==> src/rtl/l2_arb_pkg.sv <==
// Shared encodings for the L2 port arbiter:
// FSM state and latched L2 operation.
package l2_arb_pkg;

    typedef enum logic [1:0] {
        ST_IDLE    = 2'd0,
        ST_WAIT_L2 = 2'd1,
        ST_RESPOND = 2'd2
    } state_e;

    typedef enum logic {
        OP_READ  = 1'b0,
        OP_WRITE = 1'b1
    } op_e;

endpackage

==> src/rtl/rr_arbiter.sv <==
// Round-robin grant: search starts one past
// the last granted requester and wraps.
module rr_arbiter
    import l2_arb_pkg::*;
#(
    parameter int NUM_REQ = 2,
    parameter int IW      = $clog2(NUM_REQ)
) (
    input  logic [NUM_REQ-1:0] i_req,
    input  logic [IW-1:0]      i_last,
    output logic [NUM_REQ-1:0] o_grant,
    output logic [IW-1:0]      o_idx,
    output logic               o_valid
);

    always_comb begin
        o_grant = '0;
        o_idx   = '0;
        o_valid = 1'b0;
        for (int k = 1; k <= NUM_REQ; k++) begin
            if (!o_valid && i_req[(int'(i_last) + k) % NUM_REQ]) begin
                o_valid = 1'b1;
                o_idx   = IW'((int'(i_last) + k) % NUM_REQ);
                o_grant[(int'(i_last) + k) % NUM_REQ] = 1'b1;
            end
        end
    end

endmodule

==> src/rtl/l2_port_arbiter.sv <==
// Shares one L2 port among NUM_REQ L1 requesters, one transaction at a time.
// Define L2_ARB_TIMEOUT_EN to abort L2 waits after TIMEOUT_CYCLES cycles.
module l2_port_arbiter
    import l2_arb_pkg::*;
#(
    parameter int ADDR_WIDTH     = 32,
    parameter int DATA_WIDTH     = 32,
    parameter int NUM_REQ        = 2,
    parameter int TIMEOUT_CYCLES = 255
) (
    input  logic                          clk,
    input  logic                          rst,
    input  logic [NUM_REQ*ADDR_WIDTH-1:0] req_addr,
    input  logic [NUM_REQ*DATA_WIDTH-1:0] req_wdata,
    input  logic [NUM_REQ-1:0]            req_read,
    input  logic [NUM_REQ-1:0]            req_write,
    output logic [DATA_WIDTH-1:0]         req_rdata,
    output logic [NUM_REQ-1:0]            req_ready,
    output logic                          req_hit,
    output logic                          req_err,
    output logic [ADDR_WIDTH-1:0]         l2_cache_addr,
    output logic [DATA_WIDTH-1:0]         l2_cache_data_out,
    output logic                          l2_cache_read,
    output logic                          l2_cache_write,
    input  logic [DATA_WIDTH-1:0]         l2_cache_data_in,
    input  logic                          l2_cache_ready,
    input  logic                          l2_cache_hit
);

    localparam int IW = $clog2(NUM_REQ);
    localparam int TW = $clog2(TIMEOUT_CYCLES + 1);
    localparam logic [TW-1:0] TO_LIM = TW'(TIMEOUT_CYCLES - 1);
`ifdef L2_ARB_TIMEOUT_EN
    localparam logic TO_EN = 1'b1;
`else
    localparam logic TO_EN = 1'b0;
`endif

    state_e                  r_state;
    state_e                  w_next;
    op_e                     r_op;
    logic                    r_cmd;
    logic [IW-1:0]           r_last_grant;
    logic [IW-1:0]           r_grant_idx;
    logic [ADDR_WIDTH-1:0]   r_addr;
    logic [DATA_WIDTH-1:0]   r_wdata;
    logic [DATA_WIDTH-1:0]   r_rdata;
    logic                    r_hit;
    logic                    r_err;
    logic [TW-1:0]           r_timer;

    logic [NUM_REQ-1:0]      w_req;
    logic [NUM_REQ-1:0]      w_grant;
    logic [IW-1:0]           w_idx;
    logic                    w_any;
    logic                    w_is_wr;
    logic                    w_timeout;
    logic                    w_resp;

    assign w_req   = req_read | req_write;
    assign w_is_wr = |(w_grant & req_write);

    rr_arbiter #(
        .NUM_REQ (NUM_REQ),
        .IW      (IW)
    ) u_rr (
        .i_req   (w_req),
        .i_last  (r_last_grant),
        .o_grant (w_grant),
        .o_idx   (w_idx),
        .o_valid (w_any)
    );

    assign w_timeout = TO_EN && (r_state == ST_WAIT_L2) &&
                       !l2_cache_ready && (r_timer == TO_LIM);

    always_ff @(posedge clk) begin
        if (rst) r_state <= ST_IDLE;
        else     r_state <= w_next;
    end

    always_comb begin
        w_next = r_state;
        unique case (r_state)
            ST_IDLE:    if (w_any) w_next = ST_WAIT_L2;
            ST_WAIT_L2: if (l2_cache_ready || w_timeout) w_next = ST_RESPOND;
            ST_RESPOND: w_next = ST_IDLE;
            default:    w_next = ST_IDLE;
        endcase
    end

    always_ff @(posedge clk) begin
        if (rst) begin
            r_op         <= OP_READ;
            r_cmd        <= 1'b0;
            r_last_grant <= IW'(NUM_REQ - 1);
            r_grant_idx  <= '0;
            r_addr       <= '0;
            r_wdata      <= '0;
            r_rdata      <= '0;
            r_hit        <= 1'b0;
            r_err        <= 1'b0;
            r_timer      <= '0;
        end else if (r_state == ST_IDLE) begin
            if (w_any) begin
                r_grant_idx  <= w_idx;
                r_last_grant <= w_idx;
                r_addr       <= req_addr[w_idx*ADDR_WIDTH +: ADDR_WIDTH];
                r_wdata      <= req_wdata[w_idx*DATA_WIDTH +: DATA_WIDTH];
                r_op         <= w_is_wr ? OP_WRITE : OP_READ;
                r_cmd        <= 1'b1;
                r_rdata      <= '0;
                r_hit        <= 1'b0;
                r_err        <= 1'b0;
                r_timer      <= '0;
            end
        end else if (r_state == ST_WAIT_L2) begin
            if (l2_cache_ready) begin
                r_rdata <= l2_cache_data_in;
                r_hit   <= l2_cache_hit;
                r_err   <= 1'b0;
                r_cmd   <= 1'b0;
            end else if (w_timeout) begin
                // Abort returns a clean zero payload flagged as an error
                r_rdata <= '0;
                r_hit   <= 1'b0;
                r_err   <= 1'b1;
                r_cmd   <= 1'b0;
            end else if (TO_EN) begin
                r_timer <= r_timer + 1'b1;
            end
        end
    end

    assign w_resp = (r_state == ST_RESPOND);

    assign req_ready = w_resp ?
        ({{(NUM_REQ-1){1'b0}}, 1'b1} << r_grant_idx) : '0;
    assign req_rdata = w_resp ? r_rdata : '0;
    assign req_hit   = w_resp & r_hit;
    assign req_err   = TO_EN ? (w_resp & r_err) : 1'b0;

    assign l2_cache_addr     = r_addr;
    assign l2_cache_data_out = r_wdata;
    assign l2_cache_read     = r_cmd && (r_op == OP_READ);
    assign l2_cache_write    = r_cmd && (r_op == OP_WRITE);

endmodule

==> config.mk <==
export PLATFORM = sky130hd
export DESIGN_NAME = l2_port_arbiter
export DESIGN_NICKNAME = d
export VERILOG_FILES = /design/src/rtl/l2_arb_pkg.sv /design/src/rtl/rr_arbiter.sv /design/src/rtl/l2_port_arbiter.sv
export SDC_FILE = /design/constraint.sdc
export NUM_CORES = 1
export LEC_CHECK = 0
export ABC_AREA = 1
export CORE_MARGIN = 2
export CORE_UTILIZATION = 35
export CTS_CLUSTER_DIAMETER = 30
export CTS_CLUSTER_SIZE = 28
export DETAILED_ROUTE_END_ITERATION = 10
export GPL_ROUTABILITY_DRIVEN = 0
export PLACE_DENSITY = 0.8
export SLEW_MARGIN = 40
export SYNTH_ARGS = -nofsm -noshare
export SYNTH_HDL_FRONTEND = slang
export SYNTH_SLANG_ARGS = --single-unit
==> constraint.sdc <==
create_clock -name clk -period 1.27 [get_ports clk]
set_input_delay 0.254 -clock clk [delete_from_list [all_inputs] [get_ports clk]]
set_output_delay 0.254 -clock clk [all_outputs]
set_load 0.005 [all_outputs]
# Word-level counts from Yosys, hierarchy flattened

Index checks and enable logic that the tools add are counted.

Bits in registers: 103
Bits of input ports: 168
Output and inout bits: 102
Logic and storage cells: 76

Muxes and demuxes: 34
Reductions and logical operators: 13
Bitwise operators: 7
Eq/ne operators: 4
Order comparisons: 4
Shift operators: 3
$add $sub $neg: 2

Operators by type and width:

| kind                                                | number |
|---|---|
| 2-to-1 mux 32 bit                                   | 5 |
| indexed part select 64 x 7 -> 32 bit                | 2 |
| 2-to-1 mux 1 bit                                    | 21 |
| 2-to-1 mux 2 bit                                    | 5 |
| < comparator 2 x 3 -> 1 bit, second input constant  | 2 |
| logical AND 1 bit                                   | 5 |
| >= comparator 2 x 1 -> 1 bit, second input constant | 2 |
| bitwise OR 2 bit                                    | 2 |
| one-hot mux 2 bit (2 select lines)                  | 1 |
| AND reduction 2 bit                                 | 2 |
| nonzero test 2 bit                                  | 2 |
| AND reduction 3 bit                                 | 1 |
| adder 1 bit, second input constant                  | 2 |
| AND 1 bit, first input constant                     | 2 |
| AND 2 bit                                           | 1 |
| demux 1 bit (select 1 bit)                          | 2 |
| == test 2 x 1 -> 1 bit, second input constant       | 1 |
| == test 2 bit, second input constant                | 1 |
| logical NOT 2 bit                                   | 1 |
| != test 2 x 1 -> 1 bit, second input constant       | 1 |
| != test 2 bit, second input constant                | 1 |
| OR reduction 2 bit                                  | 1 |
| << shifter 1 x 1 -> 2 bit, first input constant     | 1 |
| AND 1 bit                                           | 1 |
| 2 further kinds                                     | 2 |

# Logic depth before layout (Yosys ltp)

Depth in word-level cells: 12
Gate-level depth with buffers: 10
Gate-level depth less buffers: 8

# By module

Synthesis repeated with hierarchy kept, for this count alone.

Cells, all modules: 869
Area total of the unflattened synthesis: 5190.0 µm²

By module, submodules not included:

| module          | seq. area each (µm²) | cells each | instances | area each (µm²) |
|---|---|---|---|---|
| l2_port_arbiter | 2062.0               | 862        | 1         | 5159.9 |
| rr_arbiter      | 0.0                  | 7          | 1         | 30.0 |

# Least setup slack after synthesis

No wires, ideal clock.

Path kind: reg2reg
Start: register r_state[1]
End: register r_addr[0] (netlist: l2_cache_addr[0])
Cell stages (with the launch flop): 9
Setup time: 0.109 ns
Setup slack: 0.019 ns
Buffers on the path: 2
Data required time: 1.161 ns
Period minus slack after synthesis: 1.251 ns
Data arrival time: 1.143 ns
Cell sequence: dfxtp_1 > nor2_1 > inv_2 > a21oi_4 > buf_4 > buf_2 > nand3_1 > nand2_1 > inv_1

Longest elaborated chain between the ends: 2

Ends and longest elaborated chain:

| element                       | RTL line               | text |
|---|---|---|
| start: declaration            | l2_port_arbiter.sv:39  | `state_e r_state;` |
| start signal: assignment      | l2_port_arbiter.sv:79  | `else r_state <= w_next;` |
| logical NOT 2 bit             | l2_port_arbiter.sv:104 | `end else if (r_state == ST_IDLE) begin` |
| AND reduction 2 bit (no line) | --                     |  |
| end signal: assignment        | l2_port_arbiter.sv:108 | `r_addr <= req_addr[w_idx*ADDR_WIDTH +: ADDR_WIDTH];` |
| end: declaration              | l2_port_arbiter.sv:45  | `logic [ADDR_WIDTH-1:0] r_addr;` |

No other way between the ends.
A chain may end at the register's enable or synchronous reset.

# Worst setup path in the final report

Start: register r_state[0]
End: output req_rdata[22]

Longest elaborated chain between the ends: 2

Ends and longest elaborated chain:

| element           | RTL line               | text |
|---|---|---|
| == test 2 bit     | l2_port_arbiter.sv:135 | `assign w_resp = (r_state == ST_RESPOND);` |
| 2-to-1 mux 32 bit | l2_port_arbiter.sv:139 | `assign req_rdata = w_resp ? r_rdata : '0;` |
| end: declaration  | l2_port_arbiter.sv:17  | `output logic [DATA_WIDTH-1:0] req_rdata,` |

No other way between the ends.

==> flow_summary.yaml <==
critical_path:
  path_class: "reg -> out"
  cp.required_ns: 1.02
  start_kind: "register"
  worst-endpoint-arrival_ns: 1.34
  reg2reg_slack_ns: -0.24
  cp-end-kind: "primary output"
  max_stage_delay_ns: 0.34
  crit_fanout: 5
  worstPathCellList: "inv_4, nand2_8, buf_12, buf_16, nor2_4, buf_2"
  worst_path_max_delay_cell: "dfxtp_2"
synth:
  synth_area_per_cell_sq_um: 6.08
  ys_seq_elements: 103
  yosysTopAreaCell: "dfxtp_1"
  ys_types: 19
  synthArstFlopShare_pct: 0
  synthFlopType: "dfxtp_1"
  yosysMostFrequentCell: "nand2_1"
  syn_nets: 980
  synthTopCellsByCount: "276 x nand2_1, 167 x nor2_1, 108 x inv_1"
  synth_top_area_share_pct: 41.8
  synthCells: 812
  synth_edf_count: 0
  synth_area_leaders: "dfxtp_1 42%, nand2_1 21%, nor2_1 13%"
  syn_area_sq_um: 4940
  yosysWarnings: 0
  ys_seq_area_share_pct: 41.8
sta:
  rsz0062_at_grt: "yes"
  setup_viol: 131
  hold_violations: 0
  setup_ws_ns: -0.319
  maxSlewViolCount: 0
  max_freq_mhz: 629
  finalCritPeriodShare_pct: 125
  clock_skew_ns: 0.00867
  fin_crit_ns: 1.59
global_route:
  grt_use_total_pct: 22.5
  antenna_found_initial: 0
  grt_pass1_vias: 5444
  grt_overflow: 0
  grt_pass1_wl_mm: 26.3
  grt_max_degree: 37
finish:
  finalInstanceArea_sq_um: 8790
  fillers: 1216
  num_antenna_cells: 0
  area_growth_pct: 78.0
  fin_nets: 1263
  drive_gt1_share_pct: 17.5
clock_tree:
  htree_num_levels: 3
  clk_latency_ns: 0.36
  clkSinkCount: 103
  cts_tree: "built"
  clk_path_buf_depth: 2
  cts_inserted_buffers: 9
  clk_pin_slew_ns: 0.07
  cts_root_buf: "clkbuf_16"
routing:
  drt_iter0_markers: 296
  wl_per_cell_microns: 13.6
  wl_met2_mm: 8.74
  via_per_inst: 4.57
  top_layer: "met4"
  wl_met3_mm: 1.25
  vias: 5846
  ant_nets: 0
  route.detailed.drc: 0
  m1WireLength_mm: 6.89
  finalWirelength_mm: 17.4
  drt-pass1-iter-count: 4
flow_run:
  cap_violations: 0
min_path:
  hold_path.class: "in -> reg"
die:
  die_w_microns: 123
  start_util_pct: 35.7
  die_h_microns: 123
  io_pins: 270
  core_area_sq_um: 13800
  rows: 43
  die_area_sq_um: 15100
pwr:
  p_total_mw: 9.45
  ir_drop_mv: 0.833
  leakagePower_nw: 4.39
  power_density_nw_per_um2: 1080
run_status:
  status: "complete, but fails checks"
  violations: "setup timing"
placed_design:
  dpl_cell_area_sq_um: 7990
  numPortBuffers: 268
  place_hpwl_mm: 11.3
kinds of logic (layout without fill, tap and decap cells):
family	count (synthesis)	in the layout	synth area share, %
other	1	1	0.0760
buffers and inverters	158	446	13.2
AO/OA/AOI/OAI	40	40	4.41
flip-flops	103	103	41.8
AND/OR/NAND/NOR	510	510	40.6
layer usage:
layer,up-vias,track usage (%)
li1,2975,-
met1,2604,24.8
met2,229,40.8
met3,38,5.81
met4,0,9.55
met5,-,0
per-stage QoR:
stage	setup WS [ns]	instances	TNS, ns	utilization, %	hold slack, ns
6_report	-0.319	1280	-21.20	63.5	0.368
5_1_grt	-0.374	1280	-31.81	63.5	0.369
4_1_cts	-0.337	1272	-20.30	61.3	0.344
3_5_place_dp	-0.495	1241	-50.90	57.8	0.460
3_3_place_gp	-0.469	1241	-47.56	57.8	0.453
2_1_floorplan	0.0185	812	0	-	0.367
state kept, by name, indices dropped and copies added, names as in the netlist, 2 cells and up:
| name | flops |
|---|---|
| l2_cache_addr | 32 |
| l2_cache_data_out | 32 |
| r_rdata | 32 |
| r_state | 2 |
worst paths after layout:
| check | to | depth (start not counted) | start |
|---|---|---|---|
| setup / recovery | req_rdata[22] | 6 | r_state[0] |
| hold / removal | r_op | 3 | rst |
| setup reg to reg | l2_cache_addr[17] | 10 | r_state[1] |
| hold reg to reg | r_rdata[19] | 2 | r_rdata[19] |
cell type report:
cell class,instances,area [sq um],area share (%)
multi-input cells,551,2540,28.9
well taps,180,225,2.56
clock buffers,9,225,2.56
clock inverters,7,70.1,0.797
inverters,110,420,4.78
flip-flops and latches,103,2080,23.7
repair buffers,320,3230,36.7
placed cells by master, fill, tap and decap left out, drive strengths merged:
| master | count |
|---|---|
| o21ai | 33 |
| bufbuf | 1 |
| nand3 | 66 |
| clkdlybuf4s15 | 1 |
| nor2 | 168 |
| clkdlybuf4s50 | 164 |
| clkbuf | 12 |
| clkinv | 3 |
| a21oi | 6 |
| nand2 | 276 |
| dlygate4sd2 | 65 |
| inv | 113 |
| o211ai | 1 |
| conb | 1 |
| buf | 86 |
| clkinvlp | 1 |
| dfxtp | 103 |
power breakdown:
part           internal (mW)  leakage (nW)  switching [mW]
Combinational           1.55          3.39            1.39
Clock                   1.40         0.144            1.37
Sequential              3.57         0.854           0.165
Total                   6.52          4.39            2.93
worst max-delay path, delay by kind of cell, from the launching register on:
kind,cells,cell delay [ns]
buffers and inverters,4,0.47
AND/OR/NAND/NOR,2,0.16
flip-flops,1,0.34
what timing repair did:
item	in CTS	in global routing
gates cloned	9	2
hold buffers	0	0
setup buffers	6	7
setup endpoints to repair	176	137
resized for setup	256	110
pin swaps	1	4
No activity file was read; power rests on OpenSTA's default activity.
